`config.mk`:
```
export PLATFORM = sky130hd
export DESIGN_NAME = phase_seq_arbiter
export DESIGN_NICKNAME = d
export VERILOG_FILES = /design/src/rtl/phase_seq_arbiter.sv
export SDC_FILE = /design/constraint.sdc
export NUM_CORES = 1
export LEC_CHECK = 0
export ABC_AREA = 1
export ABC_CLOCK_PERIOD_IN_PS = 3300
export CAP_MARGIN = 20
export CORE_UTILIZATION = 42
export CTS_BUF_LIST = sky130_fd_sc_hd__clkbuf_8 sky130_fd_sc_hd__clkbuf_16
export CTS_CLUSTER_DIAMETER = 80
export DETAILED_ROUTE_END_ITERATION = 10
export PLACE_DENSITY_LB_ADDON = 0.1
export SYNTH_ARGS = -nofsm -noshare
export SYNTH_HDL_FRONTEND = slang
export SYNTH_SLANG_ARGS = --single-unit
```
`constraint.sdc`:
```
create_clock -name clk -period 3.3 [get_ports clk]
set_input_delay 0.33 -clock clk [delete_from_list [all_inputs] [get_ports clk]]
set_output_delay 0.33 -clock clk [all_outputs]
set_load 0.05 [all_outputs]
```
`src/rtl/phase_seq_arbiter.sv`:
```
// rtl/phase_seq_arbiter.sv - round-robin arbiter with grant/cmd/wait/end transaction sequencer
// Optional embedded checks: define PHASE_SEQ_ASSERT_EN.
module phase_seq_arbiter #(
  parameter int NREQ    = 4,
  parameter int TIMEOUT = 15
) (
  input  logic                    clk,
  input  logic                    rst_n,
  input  logic [NREQ-1:0]         req,
  input  logic                    abort,
  input  logic                    rsp_ok,
  input  logic                    rsp_err,
  output logic [NREQ-1:0]         gnt,
  output logic [$clog2(NREQ)-1:0] gnt_id,
  output logic                    gnt_vld,
  output logic                    cmd_vld,
  output logic                    done,
  output logic                    fault,
  output logic                    timeout,
  output logic                    busy
);

  localparam int IDW = $clog2(NREQ);
  localparam int CW  = 8;

  typedef enum logic [2:0] {
    IDLE  = 3'd0,
    GRANT = 3'd1,
    CMD   = 3'd2,
    WAIT  = 3'd3,
    END   = 3'd4
  } state_t;

  state_t         state;
  logic [IDW-1:0] rr_ptr;
  logic [CW-1:0]  cnt;
  logic           found;
  logic [IDW-1:0] pick;
  logic [IDW-1:0] idx;
  logic [IDW-1:0] next_ptr;

  // First set request at or above rr_ptr, wrapping at NREQ.
  always_comb begin
    found = 1'b0;
    pick  = '0;
    idx   = '0;
    for (int i = 0; i < NREQ; i++) begin
      idx = IDW'((int'(rr_ptr) + i) % NREQ);
      if (!found && req[idx]) begin
        found = 1'b1;
        pick  = idx;
      end
    end
  end

  // gnt_id doubles as the winner register, so the pointer advances past it.
  assign next_ptr = (int'(gnt_id) == NREQ - 1) ? '0 : gnt_id + 1'b1;

  always_ff @(posedge clk or negedge rst_n) begin
    if (!rst_n) begin
      state   <= IDLE;
      rr_ptr  <= '0;
      cnt     <= '0;
      gnt     <= '0;
      gnt_id  <= '0;
      gnt_vld <= 1'b0;
      cmd_vld <= 1'b0;
      done    <= 1'b0;
      fault   <= 1'b0;
      timeout <= 1'b0;
      busy    <= 1'b0;
    end else begin
      gnt_vld <= 1'b0;
      cmd_vld <= 1'b0;
      done    <= 1'b0;
      fault   <= 1'b0;
      timeout <= 1'b0;
      if (state != IDLE && abort) begin
        state  <= IDLE;
        gnt    <= '0;
        gnt_id <= '0;
        busy   <= 1'b0;
        rr_ptr <= next_ptr;
      end else begin
        case (state)
          IDLE: begin
            if (found && !abort) begin
              state   <= GRANT;
              gnt     <= NREQ'(1) << pick;
              gnt_id  <= pick;
              gnt_vld <= 1'b1;
              busy    <= 1'b1;
            end
          end
          GRANT: begin
            state   <= CMD;
            cmd_vld <= 1'b1;
          end
          CMD: begin
            state <= WAIT;
            cnt   <= '0;
          end
          WAIT: begin
            if (rsp_err) begin
              state <= END;
              fault <= 1'b1;
            end else if (rsp_ok) begin
              state <= END;
              done  <= 1'b1;
            end else if (cnt == CW'(TIMEOUT - 1)) begin
              state   <= END;
              fault   <= 1'b1;
              timeout <= 1'b1;
            end else begin
              cnt <= cnt + 1'b1;
            end
          end
          END: begin
            state  <= IDLE;
            gnt    <= '0;
            gnt_id <= '0;
            busy   <= 1'b0;
            rr_ptr <= next_ptr;
          end
          default: begin
            state <= IDLE;
            gnt   <= '0;
            busy  <= 1'b0;
          end
        endcase
      end
    end
  end

`ifdef PHASE_SEQ_ASSERT_EN
  a_gnt_then_cmd: assert property (@(posedge clk) disable iff (!rst_n || abort)
    gnt_vld |=> cmd_vld);
  a_cmd_completes: assert property (@(posedge clk) disable iff (!rst_n || abort)
    cmd_vld |=> (state == WAIT && (rsp_ok || rsp_err || cnt == CW'(TIMEOUT - 1)))[->1]
                ##1 (done || fault));
  a_gnt_onehot: assert property (@(posedge clk) disable iff (!rst_n || abort)
    $onehot0(gnt));
  a_done_fault_excl: assert property (@(posedge clk) disable iff (!rst_n || abort)
    !(done && fault));
`else
`endif

endmodule

```
=== After elaboration in Yosys (flattened, before gate mapping) ===
Index checks and enable logic that the tools add are counted.

* RAM bits: 0
* Bits in read-only memories: 0
* Memories kept: 0
* Bits in registers: 25
* Bits of input ports: 9
* Output and inout port bits: 12
* Logic and storage cells: 108
* Latch bits: 0

* Equal/unequal tests: 12
* Bitwise gates (word level): 1
* Order comparisons: 4
* Shift-type cells: 1
* Multiplexer cells: 55
* Reduce and logical (&&, ||, !) cells: 19
* Divide/modulo/power cells: 0
* Multipliers: 0
* Add/subtract/negate cells: 5

{| class="wikitable"
|+ Operators with widths
! kind !! count
|-
| 2-to-1 mux 1 bit || 27
|-
| 2-to-1 mux 8 bit || 3
|-
| 2-to-1 mux 2 bit || 9
|-
| case mux 8 bit (2 select lines) || 1
|-
| 2-to-1 mux 3 bit || 5
|-
| less-than comparator 2 x 3 -> 1 bit (second input constant) || 4
|-
| case mux 3 bit (4 select lines) || 1
|-
| adder 8 x 1 -> 8 bit (second input constant) || 1
|-
| binary-select mux 1 bit (select 2 bit) || 4
|-
| == test 8 x 4 -> 1 bit (second input constant) || 1
|-
| 2-to-1 mux 4 bit || 2
|-
| case mux 4 bit (2 select lines) || 1
|-
| == test 3 x 2 -> 1 bit (second input constant) || 2
|-
| inequality test 2 bit (second input constant) || 3
|-
| AND reduction 2 bit || 3
|-
| nonzero test 3 bit || 2
|-
| logical AND 1 bit || 5
|-
| inequality test 5 bit (second input constant) || 1
|-
| AND reduction 5 bit || 1
|-
| adder 2 x 1 -> 2 bit (second input constant) || 2
|-
| adder 2 bit (second input constant) || 2
|-
| zero test 1 bit || 4
|-
| case mux 2 bit (2 select lines) || 1
|-
| nonzero test 2 bit || 2
|-
| 10 further kinds || 10
|}

=== Logic depth before layout (Yosys ltp) ===
* Depth in word-level cells: 16
* Depth in mapped cells: 13
* Gate-level depth less buffers: 12

=== Worst setup path before layout ===
Ideal clock, no wire load.

* Path kind: register -> register
* Start point: register state[2]
* End point: register cnt[4]
* Stages on the path, launching flop included: 9
* Path slack: 1.915 ns
* Buffers on the path: 1
* Arrival time: 1.293 ns
* Setup time: 0.092 ns
* Clock period less this slack: 1.385 ns
* Cell sequence: dfrtp_1 nor3_4 inv_4 nor2_4 nor2_2 nand2_2 buf_6 nand2_1 o31ai_2

* Longest elaborated chain between the ends: 4
* Elaborated cells between the ends (all ways): 11
* Those cells by class: eq/ne (5); mux (1); bitwise (1); reduce/logical (4)

{| class="wikitable"
|+ Ends and longest elaborated chain
! item !! RTL line !! text
|-
| from (decl) || 34 || <nowiki>state_t state;</nowiki>
|-
| from (signal assigned) || 61 || <nowiki>state <= IDLE;</nowiki>
|-
| from (signal assigned) || 79 || <nowiki>state <= IDLE;</nowiki>
|-
| from (signal assigned) || 88 || <nowiki>state <= GRANT;</nowiki>
|-
| parallel branches: the longest is 4 deep, another holds AND reduction 5 bit || - ||
|-
| to (signal assigned) || 115 || <nowiki>cnt <= cnt + 1'b1;</nowiki>
|-
| to (decl) || 36 || <nowiki>logic [CW-1:0] cnt;</nowiki>
|}

Several ways; the timed one is not identified.
A chain may end at the register's enable or synchronous reset.

=== Final worst setup path ===
* Start point: register gnt_id[0]
* End point: output gnt_id[0]

{| class="wikitable"
|+ RTL lines
! item !! RTL line !! text
|-
| from (decl) || 14 || <nowiki>output logic [$clog2(NREQ)-1:0] gnt_id,</nowiki>
|-
| from (signal assigned) || 90 || <nowiki>gnt_id <= pick;</nowiki>
|}

No word-level cell between the ends.

==> results.cfg <==
[die]
ios = 21
die_h_um = 62.6
core.rowCount = 21
start_util_pct = 45.1
core_mm2 = 0.00342
die_w_um = 62.6
dieArea_mm2 = 0.00392

[worst_setup_path]
reg2reg_depth = 11
cp_max_fo = 4
worst-path-buf-inv = 1
crit_arrival_ns = 1.49
crit_cells = 1
path_delay_family = buffers and inverters
critical_path.slowest_cell = clkdlybuf4s50_1
start_kind = flop
critPathKind = flop to output port
cp.required_ns = 2.97
cp-end-kind = output port
worstPathCellList = clkdlybuf4s50_1
cp-startpoint = gnt_id[0]$_DFFE_PN0P_
reg2reg_from = rr_ptr[0]$_DFFE_PN0P_
critPathMaxStageDelay_ns = 0.82

[yosys]
synth_nets = 217
synth-compound-area-share_pct = 6.41
synth_top_family_by_area = simple AND/OR/NAND/NOR gates
synth.avg_cell_area_um2 = 7.52
ys_ff_latch = 25
synth-warning-count = 0
synth_xor_area_share_pct = 3.41
synth_cell_types = 27
ys.flop_type = dfrtp_1
async_flop_share_pct = 100
synthMuxAreaShare_pct = 0
synth_cells = 205
syn_area_mm2 = 0.00154
synth_enable_flop_cells = 0
synth_simple_gate_area_share_pct = 38.5
synth_fa_ha_area_share_pct = 2.44
synth_seq_area_share_pct = 40.6

[timing]
setup_tns_ns = 0
relSlewSlack_pct = 66.3
slew_viol_final = 0
worstMarginPinSlew_ns = 0.504
fmax_mhz = 551
hold_violations = 0
rsz0062_at_grt = no
whs_ns = 0.389
finalSetupViolations = 0
min_period_ns = 1.81
worst_slack_ns = 1.49
clock_skew_ns = 0.00385
fin_crit_sh_pct = 55.0

[routing]
drc = 0
drt-initial-drc-count = 87
wire_per_inst_um = 10.8
vias = 1301
vias_per_cell = 4.77
ant_nets = 0
wirelength_mm = 2.95
first_pass_iters = 4

[clocking]
cts_resized = 0
h-tree-depth = 1
clk_latency_ns = 0.27
clockRootBuffer = clkbuf_8
cts_setup_buffers = 0
clock-sinks = 25
cts_inserted_buffers = 3
clockBufferDepth = 2
cts_tree = yes
clk_pin_slew_ns = 0.09
hold_buffers = 0

[global_routing]
grt_first_pass_wirelength_mm = 5.45
overflow = 0
grt_antenna_before_repair = 0
grt_usage_pct = 17.2
grt_max_degree = 26
first_global_vias = 1284

[placed_design]
io_buffers = 20
gp_congestion = 0.847
place_area_mm2 = 0.00177
placed_cells = 268
place_hpwl_mm = 2.25
dp_slack_ns = 1.38

[cells_and_area]
fillers = 338
diodes = 0
nNetsFinal = 240
syn_to_final_growth_pct = 19.7
finalInstanceArea_mm2 = 0.00185
drive_gt1_share_pct = 14.5
final_common_cell = nand2_1
layout.cells.most_common_list = 77 x nand2_1, 25 x dfrtp_1, 21 x inv_1
fin_cells = 273

[power_and_ir_drop]
peakVddDrop_v = 0.000405
p_leak_uw = 0.000935
p_per_area_mw_per_mm2 = 785

[worst_hold_path]
hold_path.class = input port to asynchronous set/reset pin

[flow_run]
drv_cap = 0

[run_status]
status = completed
[metal layers]
| metal | vias up | global-route usage [%] | share of wire [%] |
|---|---|---|---|
| li1 | 685 | - | - |
| met1 | 585 | 23.2 | 51 |
| met2 | 25 | 28.0 | 44 |
| met3 | 6 | 3.10 | 3.0 |
| met4 | 0 | 4.94 | 1.6 |
| met5 | - | 0 | 0 |
[registers in the layout, indices dropped and copies added, names as in the netlist]
register and cells:
busy 1, cmd_vld 1, cnt 8, done 1, fault 1, gnt 4, gnt_id 2, gnt_vld 1
rr_ptr 2, state 3, timeout 1
[report_power, final]
group | internal (µW) | switching, µW | total [µW]
Sequential | 379 | 72.9 | 452
Clock | 85.5 | 102 | 187
Combinational | 258 | 552 | 810
[final timing paths]
check,to,slack [ns]
max,gnt_id[0],1.49
min,gnt[1]$_DFFE_PN0P_,0.39
max reg2reg,gnt[1]$_DFFE_PN0P_,1.55
min reg2reg,cmd_vld$_DFF_PN0_,0.46
max in group asynchronous,rr_ptr[0]$_DFFE_PN0P_,2.45
min in group clk,cmd_vld$_DFF_PN0_,0.46
[cell usage after synthesis (2+ instances only)]
| library cell | count | area (µm²) |
|---|---|---|
| nand2_1 | 77 | 289 |
| dfrtp_1 | 25 | 626 |
| inv_1 | 21 | 78.8 |
| nor2_1 | 15 | 56.3 |
| nand3_1 | 10 | 50.1 |
| nand2_2 | 6 | 37.5 |
| o21ai_0 | 6 | 30.0 |
| inv_2 | 5 | 18.8 |
| nor3_1 | 5 | 25.0 |
| o31ai_2 | 4 | 50.1 |
| xor2_1 | 4 | 35.0 |
| ha_1 | 3 | 37.5 |
| nand3_2 | 3 | 30.0 |
| nor2_2 | 3 | 18.8 |
| buf_6 | 2 | 22.5 |
| nand2_4 | 2 | 22.5 |
| nand4_1 | 2 | 12.5 |
| nor2_4 | 2 | 22.5 |
| xnor2_1 | 2 | 17.5 |
[area by class of cell]
cell class | count | area [µm²] | share of cell area [%]
clock buffer | 3 | 41.3 | 2.24
tap | 46 | 57.6 | 3.12
sequential | 25 | 626 | 33.9
clock inverter | 1 | 7.51 | 0.407
multi-input combinational | 150 | 782 | 42.4
inverter | 27 | 104 | 5.63
timing repair buffer | 21 | 228 | 12.3
[worst reg2reg max path, cell delays in order, from the launching register on]
cell     delay [ns]
dfrtp_1        0.58
inv_2          0.17
nand2_1        0.09
nand2_1        0.09
nand2_1        0.07
nand2_1        0.06
nor2_2         0.14
nand3_1        0.09
nand3_1        0.16
inv_1          0.07
nand2_1        0.07
nand2_1        0.05
[metrics by stage]
stage	total power [µW]	utilization, %
after detailed placement	1270	51.8
after global placement	1250	51.8
final	1450	54.0
after global routing	1590	54.0
after CTS	1460	53.2
after floorplan	1090	-
[cells by family after synthesis]
group,count (synthesis)
buf+inv,30
compound gates,13
flops,25
xor+xnor,6
simple gates,128
fa+ha+maj,3
Power figures use the tool's default switching activity.
